$ cat config.mk
export PLATFORM = sky130hd
export DESIGN_NAME = cmd_dispatch
export DESIGN_NICKNAME = d
export VERILOG_FILES = /design/src/rtl/cmd_pkg.sv /design/src/rtl/cfg_regfile.sv /design/src/rtl/cmd_dispatch.sv
export SDC_FILE = /design/constraint.sdc
export NUM_CORES = 1
export LEC_CHECK = 0
export CAP_MARGIN = 20
export CORE_ASPECT_RATIO = 0.6
export CORE_MARGIN = 2
export CORE_UTILIZATION = 27
export DETAILED_ROUTE_END_ITERATION = 12
export GPL_TIMING_DRIVEN = 0
export PLACE_DENSITY = 0.45
export SLEW_MARGIN = 20
export SYNTH_ARGS = -nofsm -noshare
export SYNTH_HDL_FRONTEND = slang
export SYNTH_SLANG_ARGS = --single-unit
$ cat constraint.sdc
create_clock -name clk -period 2.85 [get_ports clk]
set_input_delay 0.57 -clock clk [delete_from_list [all_inputs] [get_ports clk]]
set_output_delay 0.57 -clock clk [all_outputs]
set_load 0.02 [all_outputs]
$ cat src/rtl/cmd_pkg.sv
// ---------------------------------------------------------------------------
// cmd_pkg
//  Shared types and helpers for the UART command dispatcher.
//  - opcode_t : command opcodes carried in cmd[15:12]
//  - state_t  : dispatcher FSM states
//  - field slice positions and extraction helpers for the 16-bit command word
//    laid out as {opcode[15:12], addr[11:8], data[7:0]}
// ---------------------------------------------------------------------------
package cmd_pkg;

   typedef enum logic [3:0] {
      OP_NOP   = 4'd0,
      OP_WRITE = 4'd1,
      OP_READ  = 4'd2,
      OP_GO    = 4'd3
   } opcode_t;

   typedef enum logic [2:0] {
      S_IDLE,
      S_EXEC,
      S_WAIT_OP,
      S_RESP,
      S_WAIT_SENT
   } state_t;

   localparam int OPC_MSB  = 15;
   localparam int OPC_LSB  = 12;
   localparam int ADDR_MSB = 11;
   localparam int ADDR_LSB = 8;
   localparam int DATA_MSB = 7;
   localparam int DATA_LSB = 0;

   function automatic logic [3:0] cmd_opc(input logic [15:0] c);
      return c[OPC_MSB:OPC_LSB];
   endfunction

   function automatic logic [3:0] cmd_addr(input logic [15:0] c);
      return c[ADDR_MSB:ADDR_LSB];
   endfunction

   function automatic logic [7:0] cmd_data(input logic [15:0] c);
      return c[DATA_MSB:DATA_LSB];
   endfunction

endpackage

$ cat src/rtl/cfg_regfile.sv
// ---------------------------------------------------------------------------
// cfg_regfile
//  16 x 8 configuration register file. Address 0 is a read-only constant
//  (VERSION); addresses 1..15 are flops cleared by reset.
//  Ports:
//   clk, rst_n            clock, asynchronous active-low reset
//   we, waddr, wdata      single write port (writes to address 0 are dropped)
//   raddr_a / rdata_a     combinational read port A (command execution)
//   raddr_b / rdata_b     combinational read port B (datapath cfg port)
// ---------------------------------------------------------------------------
module cfg_regfile #(
   parameter logic [7:0] VERSION = 8'h01
) (
   input  logic       clk,
   input  logic       rst_n,
   input  logic       we,
   input  logic [3:0] waddr,
   input  logic [7:0] wdata,
   input  logic [3:0] raddr_a,
   output logic [7:0] rdata_a,
   input  logic [3:0] raddr_b,
   output logic [7:0] rdata_b
);

   logic [7:0] regs [1:15];

   always_ff @(posedge clk or negedge rst_n) begin
      if (!rst_n) begin
         for (int i = 1; i < 16; i++) regs[i] <= 8'h00;
      end else if (we) begin
         for (int i = 1; i < 16; i++) begin
            if (waddr == 4'(i)) regs[i] <= wdata;
         end
      end
   end

   // Read muxes default to VERSION so address 0 needs no storage.
   always_comb begin
      rdata_a = VERSION;
      rdata_b = VERSION;
      for (int i = 1; i < 16; i++) begin
         if (raddr_a == 4'(i)) rdata_a = regs[i];
         if (raddr_b == 4'(i)) rdata_b = regs[i];
      end
   end

endmodule

$ cat src/rtl/cmd_dispatch.sv
// ---------------------------------------------------------------------------
// cmd_dispatch
//  Executes 16-bit commands from the UART command wrapper and returns exactly
//  one response byte per command.
//  Ports:
//   clk, rst_n         clock, asynchronous active-low reset
//   cmd, cmd_rdy       command word and its level-valid flag
//   clr_cmd_rdy        1-cycle pulse consuming the command
//   resp, send_resp    response byte and its 1-cycle transmit strobe
//   resp_sent          UART transmit done (rising edge ends the command)
//   go, go_arg         downstream start pulse and its held argument
//   op_done            downstream completion (pulse or level)
//   cfg_addr, cfg_data combinational config read port for the datapath
//   busy               high whenever the FSM is not idle
// ---------------------------------------------------------------------------
module cmd_dispatch
   import cmd_pkg::*;
#(
   parameter logic [7:0] ACK_CODE    = 8'hA5,
   parameter logic [7:0] NAK_CODE    = 8'hEE,
   parameter logic [7:0] TMO_CODE    = 8'hDD,
   parameter logic [7:0] VERSION     = 8'h01,
   parameter int         TIMEOUT_CYC = 1_000_000
) (
   input  logic        clk,
   input  logic        rst_n,
   input  logic [15:0] cmd,
   input  logic        cmd_rdy,
   output logic        clr_cmd_rdy,
   output logic [7:0]  resp,
   output logic        send_resp,
   input  logic        resp_sent,
   output logic        go,
   output logic [7:0]  go_arg,
   input  logic        op_done,
   input  logic [3:0]  cfg_addr,
   output logic [7:0]  cfg_data,
   output logic        busy
);

   localparam int TMR_W = (TIMEOUT_CYC > 1) ? $clog2(TIMEOUT_CYC) : 1;
   localparam logic [TMR_W-1:0] TMR_LAST = TMR_W'(TIMEOUT_CYC - 1);

   state_t            state;
   logic [15:0]       cmd_q;
   logic [TMR_W-1:0]  timer;
   logic              sent_q;

   logic [3:0] opc;
   logic [3:0] addr;
   logic [7:0] data;
   logic       rf_we;
   logic [7:0] rf_rdata;
   logic       sent_rise;

   assign opc  = cmd_opc(cmd_q);
   assign addr = cmd_addr(cmd_q);
   assign data = cmd_data(cmd_q);

   // The register write lands at the end of EXEC, so the cfg port keeps
   // showing the old value during that cycle.
   assign rf_we     = (state == S_EXEC) && (opc == OP_WRITE) && (addr != 4'd0);
   assign sent_rise = resp_sent && !sent_q;
   assign busy      = (state != S_IDLE);

   cfg_regfile #(
      .VERSION (VERSION)
   ) u_regfile (
      .clk     (clk),
      .rst_n   (rst_n),
      .we      (rf_we),
      .waddr   (addr),
      .wdata   (data),
      .raddr_a (addr),
      .rdata_a (rf_rdata),
      .raddr_b (cfg_addr),
      .rdata_b (cfg_data)
   );

   always_ff @(posedge clk or negedge rst_n) begin
      if (!rst_n) begin
         state       <= S_IDLE;
         cmd_q       <= 16'h0000;
         timer       <= '0;
         sent_q      <= 1'b0;
         clr_cmd_rdy <= 1'b0;
         send_resp   <= 1'b0;
         go          <= 1'b0;
         go_arg      <= 8'h00;
         resp        <= 8'h00;
      end else begin
         // Strobes default low so each is a single-cycle pulse.
         clr_cmd_rdy <= 1'b0;
         send_resp   <= 1'b0;
         go          <= 1'b0;
         sent_q      <= resp_sent;

         case (state)
            S_IDLE: begin
               if (cmd_rdy) begin
                  cmd_q       <= cmd;
                  clr_cmd_rdy <= 1'b1;
                  state       <= S_EXEC;
               end
            end

            S_EXEC: begin
               state <= S_RESP;
               case (opc)
                  OP_NOP:   resp <= ACK_CODE;
                  OP_WRITE: resp <= (addr == 4'd0) ? NAK_CODE : ACK_CODE;
                  OP_READ:  resp <= rf_rdata;
                  OP_GO: begin
                     go     <= 1'b1;
                     go_arg <= data;
                     timer  <= '0;
                     state  <= S_WAIT_OP;
                  end
                  default:  resp <= NAK_CODE;
               endcase
            end

            S_WAIT_OP: begin
               timer <= timer + TMR_W'(1);
               // op_done is checked first so it wins over a same-cycle timeout.
               if (op_done) begin
                  resp  <= ACK_CODE;
                  state <= S_RESP;
               end else if (timer == TMR_LAST) begin
                  resp  <= TMO_CODE;
                  state <= S_RESP;
               end
            end

            S_RESP: begin
               send_resp <= 1'b1;
               state     <= S_WAIT_SENT;
            end

            S_WAIT_SENT: begin
               if (sent_rise) state <= S_IDLE;
            end

            default: state <= S_IDLE;
         endcase
      end
   end

endmodule

==> results of run 1 <==
==> final timing paths <==
kind,cells after the start,slack [ns],end,start
setup / recovery,8,-0.005,cfg_data[4],cfg_addr[2]
hold / removal,1,0.47,timer[19]$_DFFE_PN0P_,timer[19]$_DFFE_PN0P_
setup reg to reg,6,0.09,resp[7]$_DFFE_PN0P_,cmd_q[9]$_DFFE_PN0P_
hold reg to reg,1,0.47,timer[19]$_DFFE_PN0P_,timer[19]$_DFFE_PN0P_
max in group asynchronous,3,1.56,u_regfile.regs[96]$_DFFE_PN0P_,rst_n
min in group asynchronous,2,0.57,cmd_q[1]$_DFFE_PN0P_,rst_n
==> cell type report <==
type / count / area share [%]
multi-input cells: 622 / 42.8
flip-flops and latches: 179 / 38.2
repair buffers: 59 / 5.17
well taps: 467 / 4.98
clock buffers: 19 / 3.78
plain buffers: 61 / 3.32
clock inverters: 13 / 1.17
inverters: 15 / 0.523
==> cells in the mapped netlist, types with 18 or more instances <==
library cell / number
nor2b_1: 18
nand2_1: 73
dfrtp_1: 179
buf_2: 25
nand3_1: 22
a31oi_1: 18
o21ai_0: 56
a21oi_1: 32
nor2_1: 40
mux2i_1: 18
clkbuf_1: 29
mux2_2: 156
==> metrics by stage <==
step | utilization [%] | hold WS (ns) | worst slack (ns) | cells
after floorplan | - | 0.274 | 0.188 | 877
after global routing | 33.3 | 0.488 | -0.0130 | 1435
after global placement | 30.5 | 0.466 | -6.89 | 1392
final | 33.3 | 0.474 | -0.00479 | 1435
after detailed placement | 30.7 | 0.462 | -1.27 | 1394
after CTS | 33.0 | 0.479 | -0.00994 | 1429
==> worst reg2reg max path: cells and delay by family, from the launching register on <==
kind | cells | cell delay [ns]
buf+inv | 2 | 0.70
flops | 1 | 0.35
simple gates | 1 | 0.81
compound gates | 3 | 0.82
==> flip-flops by register name, indices dropped and copies added, names as in the netlist <==
register and flops:
cmd_q 16, clr_cmd_rdy 1, go_arg 8, timer 20, u_regfile.regs 120, state 3
resp 8, send_resp 1, sent_q 1, go 1
==> power by group through the flow <==
stage | registers, mW | clock network (mW) | logic [mW]
2_1_floorplan | 3.69 | 0 | 2.44
3_3_place_gp | 3.91 | 0 | 4.16
3_5_place_dp | 3.89 | 0 | 4.17
4_1_cts | 3.86 | 2.50 | 4.22
5_1_grt | 3.98 | 2.63 | 4.58
6_report | 3.90 | 2.44 | 4.35
==> routing by layer <==
layer	vias to the layer above	GRT usage, %	wire length, um
li1	3458	-	-
met1	4087	33.4	19700
met2	446	26.7	14400
met3	38	8.39	4570
met4	0	4.06	563
met5	-	0	0
==> cell usage in the layout, fill, tap and decap left out, types with 4 or more instances in the layout <==
cell,instances
o2111ai_1,4
nor2b_1,13
inv_1,12
a31oi_1,18
clkbuf_16,18
mux2_2,156
a221oi_1,6
clkbuf_4,4
clkdlybuf4s15_2,4
nor2_1,40
clkbuf_1,21
mux2i_1,16
o31ai_1,5
o2bb2ai_1,4
buf_2,21
dfrtp_1,179
nand4_1,11
nand3_1,21
a21oi_1,31
o22ai_1,13
nor3_1,6
nand2b_1,9
buf_4,9
o21ai_0,54
or3_1,4
a221o_1,8
a22oi_1,10
and3_1,5
mux4_2,14
clkdlybuf4s50_1,39
nor3_4,8
inv_6,5
nand2_1,72
o211ai_1,10
buf_6,8
==> repair_timing <==
action                     4_1_cts  5_1_grt
pin swaps                        2        2
gates cloned                     0        0
hold buffers                     1        0
buffers inserted                 2        6
hold endpoints to repair        33        0
setup endpoints to repair       24       23
resized for setup               80       20
==> logic make-up (layout without fill, tap and decap cells) <==
logic type | count (synthesis) | after routing | share of synthesized area (%)
AND/OR/NAND/NOR | 227 | 227 | 12.9
buffers and inverters | 76 | 167 | 3.46
AO/OA/AOI/OAI | 206 | 206 | 14.0
multiplexers | 188 | 188 | 23.2
adder cells (fa/ha/maj) | 1 | 1 | 0.129
flip-flops | 179 | 179 | 46.2
==> run_results.csv, run 1 <==
group,metric,value,unit
run_status,violations,"negative setup slack",
floorplan,fp.dieH,151,um
synth,synth_fp_nets,903,
global_route,grt_start_max_net_pins,74,
clock_network,clock_latency,0.47,ns
final_layout,fin_area,0.0117,mm^2
floorplan,io_pins,53,
floorplan,die_w,249,um
pwr,ir_drop,0.000420,V
pwr,power_frac_clock,22.8,%
route,ant_nets,0,
synth,async_reset_ff_share,100,%
place,dp_hpwl,28400,um
synth,synth_area_leaders,"dfrtp_1, mux2_2, mux4_2",
timing,fmax,350,MHz
setup_path,worst-endpoint-arrival,2.28,ns
final_layout,fin_nets,981,
timing,setup_ws,-0.00479,ns
timing,fin_tns_setup,-0.00479,ns
floorplan,core,0.0352,mm^2
final_layout,diodes,0,
synth,synth_edf_count,0,
setup_path,path_cells,"clkbuf_4, buf_6, clkbuf_4, mux2i_1, o21ai_1, o21ai_0, a22oi_2, clkdlybuf4s15_2",
setup_path,cp_top_family,"buffers and inverters",
route,dr.pass1.iters,7,
global_route,gr-usage-all-layers,21.4,%
route,drt_iter0_drc,1085,
final_layout,syn2layout_area_growth,21.0,%
timing,rsz0062_at_grt,"yes",
global_route,grt-ovfl-total,0,
global_route,grt_pass1_wl,56800,um
setup_path,crit_path_end_kind,"output pin",
pwr,sw_frac_of_total,44.0,%
timing,worst_pin_slew,0.948,ns
route,drc_errors,0,
timing,finalCritPeriodShare,100,%
setup_path,cp.required,2.28,ns
synth,synth_seq_cells,179,
clock_network,clkTransAtPathRegs,0.07,ns
setup_path,critPathKind,"in2out",
floorplan,die-area,0.0375,mm^2
clock_network,numCtsBuffers,17,
global_route,antenna_found_initial,0,
synth,synth_area_per_cell,11.1,um^2
pwr,powerDensity,912,mW/mm^2
synth,yosys_most_used_dff,"dfrtp_1",
global_route,grt_pass1_vias,7747,
setup_path,slowest_stage,"clkdlybuf4s15_2",
place,place_area,0.0108,mm^2
timing,period_needed,2.85,ns
setup_path,startpoint_type,"input port",
place,place.gp.congestion,0.992,
setup_path,critPathMaxFanout,10,
run_status,outcome,"complete, but fails checks",
timing,hold_viol,0,
hold_path,hold_path_class,"reg2reg",
timing,finClkSkew,0.0123,ns
timing,relSlewSlack,36.6,%
clock_network,cts_max_level,4,
floorplan,initial_core_util,27.5,%
route,viasPerCell,5.60,
route,routedWlPerCell,27.4,um
final_layout,regArea,0.00448,mm^2
setup_path,cp.buffers_inverters,4,
clock_network,cts.path.max_buffers,2,
pwr,intPower,5.98,mW
setup_path,cpPeakStageDelay,0.30,ns
final_layout,nFillCells,3537,
final_layout,drive_gt1_share,30.8,%
place,portBuffers,48,
job,max_cap_viol_count,0,
pwr,cellLeakagePower,5.12,nW
route,wl,39300,um
pwr,power.switching,4.70,mW
synth,yosys_warnings,0,
synth,yosysTopAreaCellShare,46.2,%
synth,synth_cell_types,69,
synth,synthCells,877,
setup_path,cpMostUsedCell,"clkbuf_4",
synth,netlist_area,0.00969,mm^2
pwr,power,10.7,mW
route,vias,8029,
pwr,p_comb_share,40.7,%
synth,ys_seq_area_share,46.2,%
clock_network,cts_tree,"done",
timing,finalMaxSlewViolations,0,
clock_network,cts_root_buffer,"clkbuf_16",
floorplan,rows,53,
final_layout,multi_input_area,0.00502,mm^2
timing,finalSetupViolCount,1,
clock_network,cts_sinks,179,
synth,synth_top_area_cell,"dfrtp_1",
pwr,p_seq_share,36.4,%
Power figures use the tool's default switching activity.
==> run 2: changes to the inputs <==
--- a/config.mk
+++ b/config.mk
@@ -11,7 +11,9 @@
 export CORE_UTILIZATION = 27
 export DETAILED_ROUTE_END_ITERATION = 12
 export GPL_TIMING_DRIVEN = 0
+export HOLD_SLACK_MARGIN = 0.15
 export PLACE_DENSITY = 0.45
+export SETUP_SLACK_MARGIN = 0.5
 export SLEW_MARGIN = 20
 export SYNTH_ARGS = -nofsm -noshare
 export SYNTH_HDL_FRONTEND = slang
==> run_results.csv, run 2 (synthesis gave the netlist of run 1 again) <==
group,metric,value,unit
place,dp.cells,1394,
clock_network,clkTransAtPathRegs,0.08,ns
route,dr.pass1.iters,7,
timing,hold_viol,0,
timing,rsz0062_at_grt,"yes",
clock_network,cts_sinks,179,
global_route,gr-usage-all-layers,21.9,%
floorplan,io_pins,53,
floorplan,core,0.0352,mm^2
clock_network,cts_root_buffer,"clkbuf_16",
route,drt_iter0_drc,1060,
pwr,powerDensity,874,mW/mm^2
timing,fin_hold_ws,0.480,ns
floorplan,initial_core_util,27.5,%
route,ant_nets,0,
setup_path,cpPeakStageDelay,0.55,ns
final_layout,largest_reg_flops,120,
floorplan,die-area,0.0375,mm^2
route,vias,8313,
setup_path,cpMostUsedCell,"mux4_2",
clock_network,cts_tree,"done",
global_route,grt_pass1_vias,7910,
setup_path,crit_path_end_kind,"output pin",
timing,fmax,375,MHz
setup_path,critPathMaxFanout,2,
hold_path,hold_path_class,"reg2reg",
final_layout,top_register,"u_regfile.regs",
global_route,antenna_found_initial,0,
pwr,ir_drop,0.000456,V
route,drc_errors,0,
floorplan,rows,53,
setup_path,slowest_stage,"mux4_2",
final_layout,biggestRegsByFlops,"u_regfile.regs x120, timer x20, cmd_q x16",
timing,finalSetupViolCount,0,
final_layout,nFillCells,3495,
floorplan,fp.dieH,151,um
clock_network,clock_latency,0.48,ns
job,max_cap_viol_count,0,
timing,worst_pin_slew,0.876,ns
setup_path,path_cells,"mux4_2, mux4_2, buf_6",
global_route,grt-ovfl-total,0,
final_layout,syn2layout_area_growth,30.9,%
setup_path,startpoint_type,"register",
floorplan,die_w,249,um
setup_path,cp.buffers_inverters,1,
global_route,grt_pass1_wl,57900,um
place,dp_hpwl,28000,um
final_layout,fin_nets,1019,
timing,finalMaxSlewViolations,0,
timing,finClkSkew,0.0187,ns
final_layout,mostFrequentLayoutCell,"dfrtp_1",
route,routedWlPerCell,27.7,um
clock_network,cts.path.max_buffers,2,
setup_path,critPathKind,"reg2out",
route,wl,40800,um
place,place.gp.congestion,0.969,
clock_network,cts_max_level,4,
timing,relSlewSlack,41.6,%
pwr,cellLeakagePower,5.63,nW
global_route,grt_start_max_net_pins,93,
run_status,outcome,"finished, final reports clean",
setup_path,cp.required,2.28,ns
clock_network,numCtsBuffers,17,
place,portBuffers,48,
final_layout,drive_gt1_share,38.9,%
final_layout,diodes,0,
timing,period_needed,2.66,ns
timing,finalCritPeriodShare,93.5,%
final_layout,finalNonFillerCells,1473,
final_layout,layout_common_cells,"dfrtp_1, mux2_2, nand2_1, o21ai_0, clkdlybuf4s50_1",
route,viasPerCell,5.64,
setup_path,cp_top_family,"multiplexers",
setup_path,worst-endpoint-arrival,2.09,ns
## run 2: cell type report
class | count | area (um^2) | area share (%)
Clock inverter | 15 | 163 | 1.28
Clock buffer | 17 | 425 | 3.35
Sequential cell | 179 | 4480 | 35.3
Timing Repair Buffer | 97 | 1050 | 8.31
Inverter | 15 | 62.6 | 0.493
Buffer | 61 | 603 | 4.76
Multi-Input combinational cell | 622 | 5310 | 41.9
Tap cell | 467 | 584 | 4.61
## run 2: tightest hold or removal path, cell delays in order, from the launching register on
cell and delay, ns:
dfrtp_1 0.34, nand2_1 0.05, nand2_1 0.06
## run 2: worst paths after layout
| path | startpoint | endpoint | slack, ns | depth (start not counted) |
|---|---|---|---|---|
| min reg2reg | go_arg[0]$_DFFE_PN0P_ | go_arg[0]$_DFFE_PN0P_ | 0.48 | 2 |
| max in group asynchronous | rst_n | cmd_q[2]$_DFFE_PN0P_ | 1.29 | 4 |
| max reg2reg | cmd_q[11]$_DFFE_PN0P_ | resp[1]$_DFFE_PN0P_ | 0.48 | 7 |
| min in group asynchronous | rst_n | u_regfile.regs[62]$_DFFE_PN0P_ | 0.69 | 3 |
| max | u_regfile.regs[88]$_DFFE_PN0P_ | cfg_data[0] | 0.19 | 3 |
| min | go_arg[0]$_DFFE_PN0P_ | go_arg[0]$_DFFE_PN0P_ | 0.48 | 2 |
## run 2: where the power goes
part	switching [mW]	internal, mW	leakage [nW]
sequential	0.782	3.15	2.42
clock	1.24	1.17	0.288
combinational	2.93	1.81	2.92
total	4.96	6.13	5.63
## run 2: per-stage QoR
step	setup slack (ns)	util [%]	power [mW]	cell area [um^2]	setup TNS (ns)
floorplan	0.504	-	6.14	9750	0
detailed placement	-0.951	30.9	8.10	10900	-8.02
CTS	0.167	35.2	10.8	12400	0
finish	0.186	36.0	11.1	12700	0
global route	0.157	36.0	11.5	12700	0
global placement	-6.83	30.7	8.08	10800	-1226.32
## run 2: per-layer routing
layer	vias to the layer above	GRT usage (%)	share of wire, %
met5	-	0	0
met4	0	6.48	2.4
met3	85	8.20	11
met2	433	27.2	37
met1	4244	33.9	49
li1	3551	-	-
## run 2: repair_timing
| item | in CTS | in global routing |
|---|---|---|
| pin swaps | 25 | 16 |
| buffers inserted | 36 | 6 |
| endpoints found under the setup margin | 130 | 127 |
| gates resized for setup | 174 | 53 |
| hold endpoints to repair | 53 | 0 |
| hold buffers | 1 | 0 |
| gates cloned | 2 | 2 |
==> RTL edit 1 (config.mk and constraints of run 1) <==
Add an input register stage for `cfg_addr`, with the module's reset; this delays it by one clock. The other inputs are not delayed to match. Comments in the files are not updated.
--- a/src/rtl/cmd_dispatch.sv
+++ b/src/rtl/cmd_dispatch.sv
@@ -41,6 +41,16 @@
    localparam int TMR_W = (TIMEOUT_CYC > 1) ? $clog2(TIMEOUT_CYC) : 1;
    localparam logic [TMR_W-1:0] TMR_LAST = TMR_W'(TIMEOUT_CYC - 1);
 
+   logic [3:0] cfg_addr_q;
+
+   always_ff @(posedge clk or negedge rst_n) begin
+      if (!rst_n) begin
+         cfg_addr_q <= '0;
+      end else begin
+         cfg_addr_q <= cfg_addr;
+      end
+   end
+
    state_t            state;
    logic [15:0]       cmd_q;
    logic [TMR_W-1:0]  timer;
@@ -73,7 +83,7 @@
       .wdata   (data),
       .raddr_a (addr),
       .rdata_a (rf_rdata),
-      .raddr_b (cfg_addr),
+      .raddr_b (cfg_addr_q),
       .rdata_b (cfg_data)
    );
 
Formal check against the unedited RTL: not equivalent (a bounded check fails within 4 cycles, from zero or initial values and one cycle with rst_n low).
==> RTL edit 1 against run 1 <==
  * The run still ends with negative setup slack left
  * Synthesized area rose by 1.4%
  * Hold slack improved by 3.6 ps
  * Critical path type is now reg2out
  * Power increased by 2.1%
  * Setup slack got worse by 120 ps
  * Routed wire length fell by 0.65%
  * Sequential cell count rose by 4
  * Cell area up 3.1%
  * Final cell count is 3.6% higher
==> RTL edit 1: results (changes against run 1) <==
| Metric | Value |
|---|---|
| Status | complete, but fails checks |
| Failing checks | negative setup slack |
| Worst setup margin | -124.0 ps (-119.2 ps) |
| Vias in the first global route | 7865 (+1.5%) |
| Hold Startpoint | go_arg[1]$_DFFE_PN0P_ |
| Leakage | 5.303 nW (+3.5%) |
| 1st-pass router iterations | 9 (+2) |
| Dpl hpwl | 29.10 mm (+2.6%) |
| Worst path arrival time | 2400 ps (+120 ps) |
| Sequential area share after synthesis | 46.61% (+0.39 points) |
| DRT iter0 DRCs | 1006 (-7.3%) |
| Worst flop-to-flop path endpoint | resp[1]$_DFFE_PN0P_ |
| PortBufs | 52 (+8.3%) |
| Pre-CTS setup slack | -1128 ps (+144.5 ps) |
| Share of cells above drive strength 1 | 29.60% (-1.2 points) |
| Synth cell types | 73 (+5.8%) |
| Sw Share | 41.32% (-2.7 points) |
| Final net count | 1023 (+4.3%) |
| Synth area leaders | dfrtp_1 (47%), mux2_2 (16%), nand2_1 (3.1%), o21ai_0 (2.8%), mux2i_1 (2.8%) |
| Vias per cell | 5.589 (-0.11%) |
| Reg2Reg Depth | 7 (+1) |
| Post-synth top cells | dfrtp_1 (183), mux2_2 (142), nand2_1 (82) |
| GRT Util Overall | 20.94% (-0.46 points) |
| Mean routed wirelength per cell | 26.27 um (-4.1%) |
| Hold depth | 2 (+1) |
| Clk_skew | 8.555 ps (-3.728 ps) |
| Syn nets | 931 (+3.1%) |
| Final setup violation count | 6 (+5) |
| Max VDD drop | 0.0005013 V (+19%) |
## RTL edit 1: final cells by class
type                            instances  area, um2
Sequential cell                       183       4582
Buffer                                 59      392.9
Multi-Input combinational cell        642       5075
Fill cell                            3711      23990
Clock inverter                         14      195.2
Tap cell                              476      595.6
Inverter                               19      81.33
Clock buffer                           18      439.2
Timing Repair Buffer                   75      726.9
## RTL edit 1: layer usage
| layer | track usage, % | wire [um] |
|---|---|---|
| met5 | 0 | 0 |
| met4 | 4.850 | 539 |
| met3 | 6.730 | 3934 |
| met2 | 26.56 | 14650 |
| met1 | 33.02 | 19920 |
## RTL edit 1: cells by family (layout without fill, tap and decap cells)
group / count (synthesis) / count (layout) / synth area share (%)
AND/OR/NAND/NOR: 255 / 255 / 13.50
AO/OA/AOI/OAI: 193 / 193 / 13.29
multiplexers: 193 / 193 / 23.15
flip-flops: 183 / 183 / 46.61
buffers and inverters: 80 / 185 / 3.323
adder cells (fa/ha/maj): 1 / 1 / 0.1273
## RTL edit 1: repair_timing
action,CTS,global route
buffers inserted,10,9
cloned,1,0
gates resized for setup,116,21
setup endpoints to repair,18,73
hold buffers,1,0
endpoints found under the hold margin,15,0
pin swaps,6,5
## RTL edit 1: worst max-delay path, cell delays in order, from the launching register on
cell	delay [ps]
dfrtp_1	360
buf_8	150
buf_12	150
clkbuf_16	180
nand2_2	130
nor3_4	210
buf_4	150
nand2_1	50
a32o_1	230
a21oi_2	170
buf_6	140
## RTL edit 1: stage by stage
step           TNS [ps]  total power [mW]  instances
2_1_floorplan         0             6.249        905
3_3_place_gp   -1271640             8.086       1433
3_5_place_dp      -7989             8.099       1435
4_1_cts          -683.2             10.83       1478
5_1_grt           -1087             11.42       1486
6_report         -402.1             10.91       1486
## RTL edit 1: how the worst max path moves through the flow
stage                                  from                              end  cells after the start
global route        cfg_addr_q[2]$_DFF_PN0_                      cfg_data[5]                      7
floorplan           cfg_addr_q[0]$_DFF_PN0_                      cfg_data[0]                      7
finish              cfg_addr_q[0]$_DFF_PN0_                      cfg_data[3]                     10
global placement                      rst_n  u_regfile.regs[118]$_DFFE_PN0P_                      1
detailed placement  cfg_addr_q[0]$_DFF_PN0_                      cfg_data[3]                      9
CTS                 cfg_addr_q[2]$_DFF_PN0_                      cfg_data[5]                      7
## RTL edit 1: power by group through the flow
stage / clock (mW) / sequential, mW / combinational, mW
after CTS: 2.69 / 3.92 / 4.22
after detailed placement: 0 / 3.95 / 4.15
after floorplan: 0 / 3.81 / 2.44
final: 2.63 / 3.96 / 4.32
after global routing: 2.81 / 4.05 / 4.57
after global placement: 0 / 3.95 / 4.14
==> RTL edit 2 (flow settings as in run 1) <==
Made on the original files. The parameter `TIMEOUT_CYC` goes from 1_000_000 to 250_000.
--- a/src/rtl/cmd_dispatch.sv
+++ b/src/rtl/cmd_dispatch.sv
@@ -20,7 +20,7 @@
    parameter logic [7:0] NAK_CODE    = 8'hEE,
    parameter logic [7:0] TMO_CODE    = 8'hDD,
    parameter logic [7:0] VERSION     = 8'h01,
-   parameter int         TIMEOUT_CYC = 1_000_000
+   parameter int         TIMEOUT_CYC = 250_000
 ) (
    input  logic        clk,
    input  logic        rst_n,
Check against the original RTL: same outputs for any inputs over 4 cycles, from zero or initial values and one cycle with rst_n low; that may be too few to reach the edited logic, so the function may still have changed.
==> RTL edit 2 against run 1 <==
  * The run still ends with negative setup slack left
  * Register-to-register slack got worse by 80 ps
  * Critical path depth unchanged
  * Power rose by 1.1%
  * Cell area down 0.70%
  * Setup slack worse by 57 ps
  * Sequential cell count shrank 2
  * Largest power group unchanged
  * Synthesized area shrank 0.40%
  * Largest cell class unchanged
  * Routed wire length grew 5.5%
==> RTL edit 2: results (changes against run 1) <==
| Metric | Value |
|---|---|
| Max VDD drop | 0.0005317 V (+27%) |
| PortBufs | 51 (+6.3%) |
| Failing checks | negative setup slack |
| Worst setup margin | -62.22 ps (-57.43 ps) |
| Biggest registers after layout | u_regfile.regs: 120 flops, timer: 18 flops, cmd_q: 16 flops |
| Mean routed wirelength per cell | 28.48 um (+4.0%) |
| Syn nets | 927 (+2.7%) |
| Vias in the first global route | 7930 (+2.4%) |
| Fin util | 33.12% (-0.17 points) |
| Worst flop-to-flop path endpoint | resp[5]$_DFFE_PN0P_ |
| Share of cells above drive strength 1 | 27.43% (-3.4 points) |
| Sequential area share after synthesis | 45.88% (-0.33 points) |
| Crit Reg-Reg Startpoint | cmd_q[10]$_DFFE_PN0P_ |
| Hold Startpoint | go_arg[7]$_DFFE_PN0P_ |
| Routing usage on met1 | 35.58% (+2.2 points) |
| Fillers | 3564 (+0.76%) |
| Placed cells | 1421 (+1.9%) |
| Synth area leaders | dfrtp_1 (46%), mux2_2 (17%), mux2i_1 (4.4%), nand2_1 (3.7%), mux4_2 (2.1%) |
| Switching Power | 4.696 mW (-0.16%) |
| Post-synth top cells | dfrtp_1 (177), mux2_2 (147), nand2_1 (94) |
| RD Place Congestion | 0.9908 (about the same) |
| Hold depth | 2 (+1) |
| Slew margin rel. | 41.96% (+5.3 points) |
| FF-to-FF setup slack | 10 ps (-80 ps) |
| Synth cell types | 71 (+2.9%) |
| Final setup violation count | 1 (unchanged) |
| Slowest stage delay, CP | 440 ps (+140 ps) |
| Via Count | 8248 (+2.7%) |
| Leakage | 5.178 nW (+1.0%) |
| Dpl hpwl | 31.05 mm (+9.4%) |
| Status | complete, but fails checks |
| Clk_skew | 12.38 ps (+0.1001 ps) |
| Grt met2 use | 29.04% (+2.3 points) |
| Largest net degree at the start of global routing | 91 (+23%) |
| 1st-pass router iterations | 5 (-2) |
## RTL edit 2: worst max-delay path by stage
stage                       endpoint  slack, ps         from
6_report                 cfg_data[2]        -60  cfg_addr[1]
4_1_cts                  cfg_data[7]          7  cfg_addr[1]
5_1_grt                  cfg_data[2]        -80  cfg_addr[2]
3_3_place_gp   go_arg[0]$_DFFE_PN0P_      -6740        rst_n
3_5_place_dp             cfg_data[5]      -1560  cfg_addr[1]
2_1_floorplan            cfg_data[4]        130  cfg_addr[2]
## RTL edit 2: area by class of cell
type	instances	area share, %
diodes	1	0.02150
plain buffers	59	3.139
clock buffers	17	3.655
clock inverters	15	1.870
inverters	22	0.7524
multi-input cells	643	42.71
flip-flops and latches	177	38.05
well taps	467	5.020
repair buffers	55	4.783
## RTL edit 2: layer usage
layer	vias up	routed length (um)
met1	4235	20660
li1	3499	-
met2	469	15440
met3	45	4758
met4	0	619
met5	-	0
## RTL edit 2: metrics by stage
step	setup TNS [ps]	hold slack, ps	worst slack, ps
final	-62.22	476.8	-62.22
after detailed placement	-11410	429.9	-1558
after floorplan	0	274.4	130.0
after global placement	-1200710	462.4	-6741
after global routing	-82.63	508.4	-82.63
after CTS	0	482.1	7.362
## RTL edit 2: repair_timing
item / 4_1_cts / 5_1_grt
setup buffers: 1 / 0
pin swaps: 2 / 1
hold endpoints to repair: 24 / 0
hold buffers: 1 / 0
gates cloned: 0 / 0
resized for setup: 95 / 13
setup endpoints to repair: 8 / 7
## RTL edit 2: power groups by stage
stage          sequential [mW]  clock [mW]  combinational, mW
6_report                  4.00        2.59               4.21
5_1_grt                   4.06        2.77               4.45
4_1_cts                   3.96        2.66               4.13
3_5_place_dp              3.99           0               4.08
3_3_place_gp              3.99           0               4.09
2_1_floorplan             3.67           0               2.38
## RTL edit 2: logic make-up after synthesis
group | after synthesis | share of synthesized area, %
flip-flops | 177 | 45.88
adder cells (fa/ha/maj) | 1 | 0.1296
AO/OA/AOI/OAI | 187 | 13.09
buffers and inverters | 81 | 3.642
multiplexers | 202 | 24.07
AND/OR/NAND/NOR | 253 | 13.18
## RTL edit 2: worst register-to-register path, stage by stage, from the launching register on
cell	delay, ps
dfrtp_1	630
buf_2	310
clkbuf_1	550
o21ai_0	290
a31oi_1	450
nand3_1	150
a221o_1	340
